### config.mk
export PLATFORM = sky130hd
export DESIGN_NAME = mux4_rr_arbiter
export DESIGN_NICKNAME = d
export VERILOG_FILES = /design/src/rtl/mux4_rr_arbiter_pkg.sv /design/src/rtl/mux4_rr_arbiter_mux4.sv /design/src/rtl/mux4_rr_arbiter.sv
export SDC_FILE = /design/constraint.sdc
export NUM_CORES = 1
export LEC_CHECK = 0
export BUFFER_PORTS_ARGS = -buffer_cell sky130_fd_sc_hd__buf_2
export CAP_MARGIN = 10
export CORE_MARGIN = 8
export CORE_UTILIZATION = 41
export DETAILED_ROUTE_END_ITERATION = 7
export GPL_TIMING_DRIVEN = 1
export PLACE_DENSITY = 0.74
export SYNTH_ARGS = -nofsm -noshare
export SYNTH_HDL_FRONTEND = slang
export SYNTH_HIERARCHICAL = 1
export SYNTH_SLANG_ARGS = --single-unit
export TNS_END_PERCENT = 30
### constraint.sdc
create_clock -name clk -period 2.6 [get_ports clk]
set_input_delay 0.39 -clock clk [delete_from_list [all_inputs] [get_ports clk]]
set_output_delay 0.39 -clock clk [all_outputs]
set_load 0.02 [all_outputs]
### src/rtl/mux4_rr_arbiter_pkg.sv
// ============================================================================
//  Module      : mux4_rr_arbiter_pkg
//  Description : Shared types and round-robin pick helper for 4-way arbiters.
//  Revision    : 1.0  initial release
// ============================================================================
`default_nettype none

package mux4_rr_arbiter_pkg;

  localparam int N_REQ = 4;
  localparam int SEL_W = 2;

  typedef enum logic [0:0] {
    IDLE = 1'b0,
    HOLD = 1'b1
  } state_t;

  typedef struct packed {
    logic             found;
    logic [SEL_W-1:0] idx;
  } pick_t;

  // Scan from the farthest offset back to start so the nearest set bit wins.
  function automatic pick_t rr_pick(input logic [N_REQ-1:0] req,
                                    input logic [SEL_W-1:0] start);
    pick_t            r;
    logic [SEL_W-1:0] i;
    r = '0;
    for (int k = N_REQ - 1; k >= 0; k--) begin
      i = start + SEL_W'(k);
      if (req[i]) begin
        r.found = 1'b1;
        r.idx   = i;
      end
    end
    return r;
  endfunction

endpackage

`default_nettype wire

### src/rtl/mux4_rr_arbiter_mux4.sv
// ============================================================================
//  Module      : mux4_rr_arbiter_mux4
//  Description : WIDTH-bit 4:1 selection mux shared by the arbiter datapath.
//  Revision    : 1.0  initial release
// ============================================================================
`default_nettype none

module mux4_rr_arbiter_mux4
  import mux4_rr_arbiter_pkg::*;
#(
  parameter int WIDTH = 4
) (
  input  logic [WIDTH-1:0] a0,
  input  logic [WIDTH-1:0] a1,
  input  logic [WIDTH-1:0] a2,
  input  logic [WIDTH-1:0] a3,
  input  logic [SEL_W-1:0] s,
  output logic [WIDTH-1:0] y
);

  always_comb begin
    y = a0;
    case (s)
      2'd0: y = a0;
      2'd1: y = a1;
      2'd2: y = a2;
      2'd3: y = a3;
      default: y = a0;
    endcase
  end

endmodule

`default_nettype wire

### src/rtl/mux4_rr_arbiter.sv
// ============================================================================
//  Module      : mux4_rr_arbiter
//  Description : Round-robin arbiter over four requesters feeding a registered
//                valid/ready output through a shared 4:1 mux.
//  Revision    : 1.0  initial release
// ============================================================================
`default_nettype none

module mux4_rr_arbiter
  import mux4_rr_arbiter_pkg::*;
#(
  parameter int WIDTH = 4
) (
  input  logic             clk,
  input  logic             rst_n,
  input  logic [N_REQ-1:0] req,
  input  logic [WIDTH-1:0] a0,
  input  logic [WIDTH-1:0] a1,
  input  logic [WIDTH-1:0] a2,
  input  logic [WIDTH-1:0] a3,
  output logic [N_REQ-1:0] gnt,
  output logic             out_valid,
  input  logic             out_ready,
  output logic [WIDTH-1:0] out_data,
  output logic [SEL_W-1:0] out_src
);

  localparam logic [N_REQ-1:0] C_ONE = {{(N_REQ-1){1'b0}}, 1'b1};

  state_t           r_state;
  logic [SEL_W-1:0] r_ptr;
  logic [WIDTH-1:0] r_data;
  logic [SEL_W-1:0] r_src;

  logic             w_accept;
  logic [N_REQ-1:0] w_gnt;
  logic [SEL_W-1:0] w_start;
  pick_t            w_pick;
  logic [WIDTH-1:0] w_mux_y;

  // On an accept cycle the accepted requester is masked and the search
  // begins just past it, so back-to-back winners rotate fairly.
  always_comb begin
    w_accept = (r_state == HOLD) && out_ready;
    w_gnt    = w_accept ? (C_ONE << r_src) : '0;
    w_start  = w_accept ? (r_src + SEL_W'(1)) : r_ptr;
    w_pick   = rr_pick(req & ~w_gnt, w_start);
  end

  mux4_rr_arbiter_mux4 #(
    .WIDTH (WIDTH)
  ) u_mux4 (
    .a0 (a0),
    .a1 (a1),
    .a2 (a2),
    .a3 (a3),
    .s  (w_pick.idx),
    .y  (w_mux_y)
  );

  always_ff @(posedge clk or negedge rst_n) begin
    if (!rst_n) begin
      r_state <= IDLE;
      r_ptr   <= '0;
      r_data  <= '0;
      r_src   <= '0;
    end else begin
      if (w_accept) begin
        r_ptr <= w_start;
      end
      if ((r_state == IDLE) || w_accept) begin
        if (w_pick.found) begin
          r_state <= HOLD;
          r_data  <= w_mux_y;
          r_src   <= w_pick.idx;
        end else begin
          r_state <= IDLE;
        end
      end
    end
  end

  assign gnt       = w_gnt;
  assign out_valid = (r_state == HOLD);
  assign out_data  = r_data;
  assign out_src   = r_src;

endmodule

`default_nettype wire

Word-level counts from Yosys, hierarchy flattened
Index checks and enable logic that the tools add are counted.

operators by class
  bitwise gates (word level) = 3
  shift-type cells = 1
  mux-type cells = 16
  equal/unequal tests = 3
  reductions and logical operators = 4
  add/subtract/negate cells = 4
  $lt $le $gt $ge = 4

operators with widths
  kind                                                                   number
  4-bit one-hot mux with 4 select lines                                  1
  2-bit by 3-bit < comparator with 1-bit output (second input constant)  4
  3-bit 2-to-1 mux                                                       4
  1-bit binary-select mux with 2-bit select                              4
  1-bit 2-to-1 mux                                                       5
  2-bit by 1-bit adder with 2-bit output (second input constant)         2
  2-bit adder (second input constant)                                    2
  4-bit AND                                                              1
  2-bit == test (second input constant)                                  2
  4-bit 2-to-1 mux                                                       1
  4-bit inverter                                                         1
  1-bit by 2-bit left shift with 4-bit output (first input constant)     1
  2-bit by 1-bit == test with 1-bit output (second input constant)       1
  2-bit logical NOT                                                      1
  2-bit 2-to-1 mux                                                       1
  2-bit AND reduction                                                    1
  1-bit logical AND                                                      1
  1-bit logical OR                                                       1
  1-bit inverter                                                         1

word-level totals
  input bits = 23
  output and inout port bits = 11
  bits in registers = 9
  logic and storage cells = 39

Logic depth before layout (Yosys ltp)
Gate-level depths: netlist of run 1.

  depth in word-level cells = 12
  depth in mapped cells = 8
  gate-level depth less buffers = 8

By module
Netlist of run 1, hierarchy kept.

modules (own cells, without submodules)
  module                cells an instance  sequential area each (um2)  instances  area an instance (um2)
  mux4_rr_arbiter       66                 225.2                       1          640.6
  mux4_rr_arbiter_mux4  4                  0.0                         1          105.1

Least setup slack after synthesis of run 1
Ideal clock, no wire load.

  path type = register -> register
  start point = register r_src[0], in the netlist out_src[0]
  end point = register r_data[0], in the netlist out_data[0]
  stages on the path, launching flop included = 9
  slack = -0.355 ns
  arrival = 2.830 ns
  clock period less this slack = 2.955 ns
  setup time = 0.125 ns
  data required time = 2.475 ns
  path buffers = 0
  path through = dfrtp_1 inv_1 ha_1 and3_1 nor2_1 o21bai_1 a311oi_1 mux4_1 mux2_4

RTL lines
  element                 RTL line               source
  from (decl)             mux4_rr_arbiter.sv:33  logic [SEL_W-1:0] r_src;
  from (signal assigned)  mux4_rr_arbiter.sv:75  r_src <= w_pick.idx;
  to (signal assigned)    mux4_rr_arbiter.sv:74  r_data <= w_mux_y;
  to (decl)               mux4_rr_arbiter.sv:32  logic [WIDTH-1:0] r_data;

==> flow_summary.ini, run 1 <==
[sta]
finalSetupViolations = 0
period_share_pct = 96.3
finalHoldViolations = 0
min_period_ns = 2.50
maxSlewHeadroom_pct = 69.6
max_freq_mhz = 399
timing.hold.ws_ns = 0.406
slew_violations = 0
setup_slack_ns = 0.0958
fin_skew_ns = 0.0128
worst_slew_pin_slew_ns = 0.456
rsz0062_at_grt = false

[floorplan]
die_w_um = 58.6
start_util_pct = 43.2
fp-row-count = 15
dieArea_mm2 = 0.00344
die_y_um = 58.6
io_pins = 34
core_mm2 = 0.00173

[clocking]
clk_pin_slew_ns = 0.07
post-cts-setup-buffers = 0
cts_tree = built
numCtsBuffers = 3
htreeDepth = 1
cts-root-buf = clkbuf_4
clock_latency_ns = 0.27
clock_sinks = 9
clockBufferDepth = 2

[power_and_ir_drop]
leakagePower_nw = 0.537
power_density_mw_per_mm2 = 1080
irDropWorstVdd_mv = 0.498

[global_routing]
track_usage_pct = 12.1
overflow = 0
first_global_vias = 728
antenna_found_initial = 0
grt_max_degree = 11
grt_pass1_wl_mm = 3.30

[logic_synthesis]
ys_warn_count = 6
synth-seq-area-share_pct = 30.2
synthDistinctLibCells = 29
synthesis.area_um2 = 746
synth_top_area_share_pct = 30.2
synth_area_per_cell_um2 = 10.7
synth-seq-cells = 9
yosysTopAreaCell = dfrtp_1
synthTopCellsByArea = dfrtp_1 30%, mux4_1 14%, mux2_4 12%, ha_1 6.7%, inv_1 4.0%
synthCells = 70
syn_nets = 97

[critical_path]
cp_num_buf_inv = 2
worst_path_max_delay_cell = mux4_1
reg2reg_setup_slack_ns = 0.1
crit_arrival_ns = 2.64
slowest_delay_ns = 0.56
required_ns = 2.74
crit_chain = buf_4 > ha_1 > nand3_1 > a211oi_1 > o21bai_1 > a311oi_2 > buf_4 > mux4_1 > mux2_4
endpoint_kind = flip-flop
crit_family = multiplexers
worstSetupPathType = flip-flop to flip-flop
crit_fanout = 6
cp_common_cell = buf_4
crit_path_start_kind = flip-flop

[place]
port-buffer-count = 33
dp_slack_ns = 0.0819
dp_hpwl_mm = 1.70
place_congestion = 0.989

[finish]
diodes = 0
layout.nets = 139
final_cell_mix = 33 x buf_2, 7 x inv_1, 7 x nand2_1, 7 x dfrtp_1, 6 x mux2_4
syn_to_final_growth_pct = 39.9
final.fill_count = 166
drive_gt1_share_pct = 53.2
layout_commonest_cell = buf_2

[drt]
wire_per_inst_um = 15.1
routed_via_density = 5.28
wirelength_mm = 2.05
drc = 0
num_vias = 718
detail-route-antenna-nets = 0
first_pass_iters = 4
first_iter_violations = 19

[hold_path]
min_path_type = primary input to flip-flop

[flow_run]
cap_violations = 0

[status]
outcome = complete, no violations
[cell type report]
| class | count | area [µm²] | share of cell area [%] |
|---|---|---|---|
| Clock buffer | 4 | 26.3 | 2.52 |
| Multi-Input combinational cell | 52 | 523 | 50.1 |
| Timing Repair Buffer | 38 | 205 | 19.7 |
| Inverter | 8 | 30.0 | 2.88 |
| Sequential cell | 9 | 228 | 21.8 |
| Tap cell | 25 | 31.3 | 3.00 |
[registers in the layout, summed over array words and instances (netlist names)]
register and cells:
out_data 4, out_src 2, r_ptr 2, out_valid 1
[per-stage QoR]
stage / instances / TNS (ns) / utilization [%] / power (mW) / cell area, µm²
detailed placement: 131 / 0 / 56.5 / 0.971 / 976
global route: 136 / 0 / 60.4 / 1.22 / 1040
CTS: 136 / 0 / 58.6 / 1.09 / 1010
finish: 136 / 0 / 60.4 / 1.13 / 1040
floorplan: 70 / -0.106 / - / 0.744 / 754
global placement: 131 / 0 / 56.5 / 0.958 / 976
[what timing repair did]
| action | in CTS | in global routing |
|---|---|---|
| endpoints found under the setup margin | 0 | 4 |
| endpoints found under the hold margin | 9 | 0 |
| hold buffers | 1 | 0 |
| gates resized for setup | 0 | 7 |
[logic make-up after synthesis]
family	Yosys count	synth area share [%]
AND/OR/NAND/NOR	21	14.3
AO/OA/AOI/OAI	15	15.1
multiplexers	12	29.0
buffers and inverters	9	4.70
flip-flops	9	30.2
adder cells (fa/ha/maj)	4	6.71
[path summary, 6_finish.rpt]
path | startpoint | to | cells past startpoint
setup reg to reg | out_src[0]$_DFFE_PN0P_ | out_data[2]$_DFFE_PN0P_ | 9
hold / removal | req[0] | out_valid$_DFFE_PN0P_ | 3
min in group asynchronous | rst_n | r_ptr[1]$_DFFE_PN0P_ | 2
hold reg to reg | out_data[1]$_DFFE_PN0P_ | out_data[1]$_DFFE_PN0P_ | 1
setup / recovery | out_src[0]$_DFFE_PN0P_ | out_data[2]$_DFFE_PN0P_ | 9
max in group asynchronous | rst_n | out_src[1]$_DFFE_PN0P_ | 2
[cells in the mapped netlist]
library cell and count:
dfrtp_1 9, inv_1 8, nand2_1 7, mux2_4 6, a21oi_1 4, ha_1 4, mux4_1 4, nand3_1 4
nor2b_1 3, nor2_1 2, a211oi_1 1, a21boi_1 1, a21boi_2 1, a222oi_1 1, a311oi_1 1, and2_1 1
and3_1 1, buf_2 1, mux2_2 1, mux2i_1 1, nand3b_1 1, nor2_2 1, nor3b_1 1, o211ai_1 1
o21ai_0 1, o21bai_1 1, o221a_2 1, o2bb2ai_1 1, o31ai_1 1
[where the power goes]
part	switching [mW]	total, mW	internal (mW)	leakage (nW)
Sequential	0.0517	0.261	0.209	0.101
Combinational	0.374	0.756	0.382	0.421
Clock	0.0494	0.108	0.0591	0.0150
[worst min-delay path: stages]
cell and delay (ns):
buf_2 0.09, a222oi_1 0.10, nand2_1 0.07
[per-layer routing]
metal  share of wire (%)  global-route usage, %  wire length (µm)  vias up
met2                  58                   22.0              1180       23
met3                 5.2                   3.91               106        0
met5                   0                      0                 0        -
met1                  37                   13.6               764      346
met4                   0                   1.71                 0        0
li1                    -                      -                 -      349
Note: power is estimated with default switching activity, not from simulation.
==> run 2, diff against run 1 <==
--- a/config.mk
+++ b/config.mk
@@ -5,13 +5,14 @@
 export SDC_FILE = /design/constraint.sdc
 export NUM_CORES = 1
 export LEC_CHECK = 0
+export ABC_AREA = 1
 export BUFFER_PORTS_ARGS = -buffer_cell sky130_fd_sc_hd__buf_2
 export CAP_MARGIN = 10
 export CORE_MARGIN = 8
-export CORE_UTILIZATION = 41
+export CORE_UTILIZATION = 44
 export DETAILED_ROUTE_END_ITERATION = 7
 export GPL_TIMING_DRIVEN = 1
-export PLACE_DENSITY = 0.74
+export PLACE_DENSITY = 0.75
 export SYNTH_ARGS = -nofsm -noshare
 export SYNTH_HDL_FRONTEND = slang
 export SYNTH_HIERARCHICAL = 1
==> flow_summary.ini, run 2 <==
[drt]
detail-route-antenna-nets = 0
first_iter_violations = 27
num_vias = 1006
routed_via_density = 4.91
drc = 0
first_pass_iters = 4
wire_per_inst_um = 11.1
wirelength_mm = 2.29

[clocking]
numCtsBuffers = 3
clk_pin_slew_ns = 0.07
htreeDepth = 1
clock_sinks = 9
cts-root-buf = clkbuf_4
post-cts-setup-buffers = 0
clockBufferDepth = 2
clock_latency_ns = 0.25
cts_tree = built

[hold_path]
min_path_type = primary input to flip-flop

[critical_path]
worstSetupPathType = flip-flop to flip-flop
r2r_start = out_valid$_DFFE_PN0P_
worst_path_max_delay_cell = dfrtp_1
r2r_cells = 16
crit_path_start_kind = flip-flop
crit_fanout = 11
crit_arrival_ns = 2.52
reg2reg_setup_slack_ns = 0.28
crit_chain = nand2_2 > nand2_2 > nand2_2 > nand2_1 > nand3_1 > nand2_1 > nand3_1 > nand2_1 > nand2_1 > nand2_1 > clkinvlp_4 > nor2_4 > nand2_1 > nand4_1 > nand2_1 > nand2_1
slowest_delay_ns = 0.56
endpoint = out_data[0]$_DFFE_PN0P_
startpoint = out_valid$_DFFE_PN0P_
r2r_end = out_data[0]$_DFFE_PN0P_
endpoint_kind = flip-flop
cp_common_cell = nand2_1
required_ns = 2.79

[power_and_ir_drop]
finalPower_mw = 1.42
internal_power_mw = 0.615
clkPwrFrac_pct = 7.3
swShare_pct = 56.8
combPwrFrac_pct = 75.0
switching_power_mw = 0.808
irDropWorstVdd_mv = 0.634
leakagePower_nw = 0.670
seq_power_share_pct = 17.7
power_density_mw_per_mm2 = 1270

[logic_synthesis]
synth_edf_count = 0
synth_top_family_by_area = simple AND/OR/NAND/NOR gates
yosys.cell_count.top_type = nand2_1
yosysTopAreaCell = dfrtp_1
synthCells = 144
synthFlopType = dfrtp_1
synth_area_per_cell_um2 = 6.43
synth_top_area_share_pct = 24.3
synthArstFlopShare_pct = 100
synth-xor-area-share_pct = 0
synthesis.area_um2 = 926
synth_compound_area_share_pct = 3.11
synthTopCellsByArea = dfrtp_1 24%, nand2_1 21%, nand3_1 15%, nand2_2 8.1%, inv_1 6.1%
synthSimpleGateAreaFrac_pct = 53.9
synth_common_cells = 53 x nand2_1, 27 x nand3_1, 15 x inv_1
ys_warn_count = 6
synth-seq-cells = 9
syn_nets = 171
synth-seq-area-share_pct = 24.3
synthDistinctLibCells = 18
synth_adder_area_share_pct = 5.41
synthMuxAreaShare_pct = 0

[finish]
multiInputGateArea_um2 = 581
layout_commonest_cell = nand2_1
stdcell_area_mm2 = 0.00112
fin_util_pct = 56.6
drive_gt1_share_pct = 34.3
final_cell_mix = 52 x nand2_1, 33 x buf_2, 27 x nand3_1, 14 x inv_1, 13 x nand2_2
layout.nets = 206
diodes = 0
largest_register_ffs = 4
final.fill_count = 220
regArea_um2 = 226
syn_to_final_growth_pct = 21.1

[floorplan]
die_w_um = 61.9
start_util_pct = 46.7
die_y_um = 61.9
fp-row-count = 16
dieArea_mm2 = 0.00383
core_mm2 = 0.00198
io_pins = 34

[global_routing]
grt_pass1_wl_mm = 3.75
grt_max_degree = 12
overflow = 0
track_usage_pct = 12.5
first_global_vias = 927
antenna_found_initial = 0

[sta]
rsz0062_at_grt = false
fin_tns_setup_ns = 0
fin_skew_ns = 0.0104
period_share_pct = 89.3
maxSlewHeadroom_pct = 75.4
slew_violations = 0
finalHoldViolations = 0
min_period_ns = 2.32
finalSetupViolations = 0
setup_slack_ns = 0.279
worst_slew_pin_slew_ns = 0.369
max_freq_mhz = 431

[place]
placed_area_mm2 = 0.00107
dp_hpwl_mm = 1.88
port-buffer-count = 33
dp_slack_ns = 0.176
place_congestion = 0.770

[flow_run]
cap_violations = 0

[status]
outcome = complete, no violations
## run 2: cell types whose count changed in the layout (fill, tap and decap cells not counted), sizes merged, moves of 2 or more
cell,previous run,this run
nand2,7,66
inv,8,17
buf,37,33
clkinvlp,0,2
nand3,4,28
o21ai,1,5
nand4,0,4
mux2,7,0
a21boi,2,0
mux4,4,0
a21oi,4,0
nor2b,3,0
## run 2: what timing repair did
item	4_1_cts	5_1_grt
endpoints found under the setup margin	0	4
resized for setup	0	3
endpoints found under the hold margin	9	0
hold buffers	1	0
## run 2: worst min path at each step
stage	endpoint	depth (start not counted)	from
after global placement	out_data[3]$_DFFE_PN0P_	1	rst_n
after detailed placement	out_data[2]$_DFFE_PN0P_	1	rst_n
after global routing	out_data[2]$_DFFE_PN0P_	5	a0[2]
after CTS	out_data[3]$_DFFE_PN0P_	5	a0[3]
final	out_data[3]$_DFFE_PN0P_	5	a0[3]
after floorplan	out_data[0]$_DFFE_PN0P_	0	rst_n
## run 2: power groups by stage
| stage | clock network, mW | registers (mW) | logic (mW) |
|---|---|---|---|
| 2_1_floorplan | 0 | 0.301 | 0.850 |
| 3_3_place_gp | 0 | 0.248 | 1.01 |
| 3_5_place_dp | 0 | 0.253 | 1.03 |
| 4_1_cts | 0.106 | 0.251 | 1.04 |
| 5_1_grt | 0.116 | 0.259 | 1.20 |
| 6_report | 0.104 | 0.252 | 1.07 |
## run 2: metal layers
layer	global-route usage, %	vias up	part of all wire (%)
li1	-	527	-
met1	15.1	444	46
met2	21.9	33	46
met3	2.47	2	7.4
met4	2.92	0	0.53
met5	0	-	0
## run 2: area by class of cell
| type | instances | area share (%) |
|---|---|---|
| Multi-Input combinational cell | 112 | 51.8 |
| Inverter | 18 | 6.58 |
| Timing Repair inverter | 1 | 0.446 |
| Tap cell | 27 | 3.01 |
| Timing Repair Buffer | 34 | 15.6 |
| Sequential cell | 9 | 20.2 |
| Clock buffer | 4 | 2.34 |
## run 2: cells by family (layout without fill, tap and decap cells)
| group | count (synthesis) | in the layout |
|---|---|---|
| AOI/OAI and AO/OA | 5 | 5 |
| adders and majority gates | 4 | 4 |
| buffers and inverters | 23 | 57 |
| DFF | 9 | 9 |
| and+or+nand+nor | 103 | 103 |
## run 2: critical path, delay by kind of cell (launching register included)
| kind | cells | cell delay [ns] |
|---|---|---|
| flip-flops | 1 | 0.56 |
| AND/OR/NAND/NOR | 15 | 1.51 |
| buffers and inverters | 1 | 0.18 |
## run 2: metrics by stage
step	hold WS, ns	cells
after global routing	0.467	205
after floorplan	0.0944	144
after global placement	0.243	199
final	0.455	205
after detailed placement	0.249	199
after CTS	0.455	204
==> run 3, diff against run 2 <==
--- a/config.mk
+++ b/config.mk
@@ -6,7 +6,7 @@
 export NUM_CORES = 1
 export LEC_CHECK = 0
 export ABC_AREA = 1
-export BUFFER_PORTS_ARGS = -buffer_cell sky130_fd_sc_hd__buf_2
+export BUFFER_PORTS_ARGS = -buffer_cell sky130_fd_sc_hd__clkbuf_2
 export CAP_MARGIN = 10
 export CORE_MARGIN = 8
 export CORE_UTILIZATION = 44
==> flow_summary.ini, run 3 (synthesis results as in run 2) <==
[power_and_ir_drop]
power_density_mw_per_mm2 = 1260
leakagePower_nw = 0.676
irDropWorstVdd_mv = 0.596

[sta]
rsz0062_at_grt = false
worst_slew_pin_slew_ns = 0.345
finalHoldViolations = 0
min_period_ns = 2.31
finalSetupViolations = 0
period_share_pct = 88.7
fin_tns_setup_ns = 0
slew_violations = 0
fin_skew_ns = 0.00272
maxSlewHeadroom_pct = 77.0
setup_slack_ns = 0.295
max_freq_mhz = 434

[critical_path]
crit_fanout = 10
crit_path_start_kind = flip-flop
r2r_start = out_src[0]$_DFFE_PN0P_
endpoint_kind = flip-flop
worstSetupPathType = flip-flop to flip-flop
startpoint = out_src[0]$_DFFE_PN0P_
required_ns = 2.75
crit_arrival_ns = 2.46

[floorplan]
die_w_um = 61.9
core_mm2 = 0.00198
die_y_um = 61.9
dieArea_mm2 = 0.00383
start_util_pct = 46.7
io_pins = 34
fp-row-count = 16

[clocking]
clock_latency_ns = 0.26
post-cts-setup-buffers = 0
clk_pin_slew_ns = 0.06
cts-root-buf = clkbuf_4
cts_tree = built
clockBufferDepth = 2
clock_sinks = 9
htreeDepth = 1
numCtsBuffers = 3

[finish]
final_cell_mix = 53 x nand2_1, 33 x clkbuf_2, 27 x nand3_1, 14 x inv_1, 12 x nand2_2
largest_register_ffs = 4
layout.nets = 205
drive_gt1_share_pct = 33.3
diodes = 0
fin_util_pct = 56.0
layout_commonest_cell = nand2_1
syn_to_final_growth_pct = 19.9

[global_routing]
grt_max_degree = 12
grt_pass1_wl_mm = 3.86
antenna_found_initial = 0
first_global_vias = 956
track_usage_pct = 13.0
overflow = 0

[place]
dp_hpwl_mm = 1.88
place_congestion = 0.806
port-buffer-count = 33
dp_slack_ns = 0.121

[drt]
first_iter_violations = 38
routed_via_density = 4.90
drc = 0
detail-route-antenna-nets = 0
wire_per_inst_um = 11.1
wirelength_mm = 2.27
num_vias = 999
first_pass_iters = 4

[status]
outcome = complete, no violations

[flow_run]
cap_violations = 0

[hold_path]
hp-start = a0[3]
min_path_type = primary input to flip-flop
-- run 3: cell count changes in the layout (fill, tap and decap cells not counted), sizes merged --
cell      previous run  this run
clkbuf               4        37
buf                 33         0
inv                 17        18
clkinvlp             2         0
-- run 3: worst max-delay path, cell delays in order, from the launching register on --
cell	delay (ns)
dfrtp_2	0.42
inv_1	0.09
ha_1	0.31
inv_1	0.06
nand3_1	0.06
nand2_1	0.18
nand2_1	0.10
nand2_2	0.07
nand2_2	0.06
nand3_1	0.10
nand2_1	0.06
nand2_1	0.07
nand2_1	0.07
inv_2	0.16
inv_2	0.08
nand3_1	0.08
nand4_1	0.10
nand2_1	0.09
nand2_1	0.05
-- run 3: power breakdown --
| group | internal, mW | switching (mW) |
|---|---|---|
| registers | 0.205 | 0.0511 |
| clock network | 0.0591 | 0.0485 |
| logic | 0.343 | 0.695 |
| total | 0.607 | 0.795 |
-- run 3: final timing paths --
| path | end | slack, ns | cells after the start |
|---|---|---|---|
| setup reg to reg | out_data[0]$_DFFE_PN0P_ | 0.29 | 18 |
| hold reg to reg | out_data[2]$_DFFE_PN0P_ | 0.47 | 2 |
| min in group asynchronous | r_ptr[0]$_DFFE_PN0P_ | 0.53 | 2 |
| max in group asynchronous | out_src[0]$_DFFE_PN0P_ | 1.86 | 2 |
| setup / recovery | out_data[0]$_DFFE_PN0P_ | 0.29 | 18 |
| hold / removal | out_data[3]$_DFFE_PN0P_ | 0.45 | 5 |
-- run 3: layout make-up --
type                       count  area (µm²)
multi-input combinational    112         578
inverter                      18        70.1
fill                         199         872
sequential                     9         226
clock buffer                   4        26.3
timing repair buffer          34         175
tap                           27        33.8
-- run 3: timing repair --
action / CTS / global route
setup endpoints to repair: 0 / 4
hold buffers: 1 / 0
endpoints found under the hold margin: 9 / 0
gates resized for setup: 0 / 2
-- run 3: stage by stage --
step / cells / power (mW) / instance area (µm²) / hold WS, ns
2_1_floorplan: 144 / 1.15 / 926 / 0.0944
3_3_place_gp: 199 / 1.26 / 1070 / 0.250
3_5_place_dp: 199 / 1.30 / 1070 / 0.255
4_1_cts: 204 / 1.41 / 1110 / 0.447
5_1_grt: 204 / 1.57 / 1110 / 0.458
6_report: 204 / 1.40 / 1110 / 0.450
-- run 3: routing by layer --
| metal | share of wire, % | track usage, % |
|---|---|---|
| met5 | 0 | 0 |
| met4 | 0.93 | 3.57 |
| met3 | 8.5 | 4.12 |
| met2 | 45 | 22.6 |
| met1 | 45 | 14.8 |
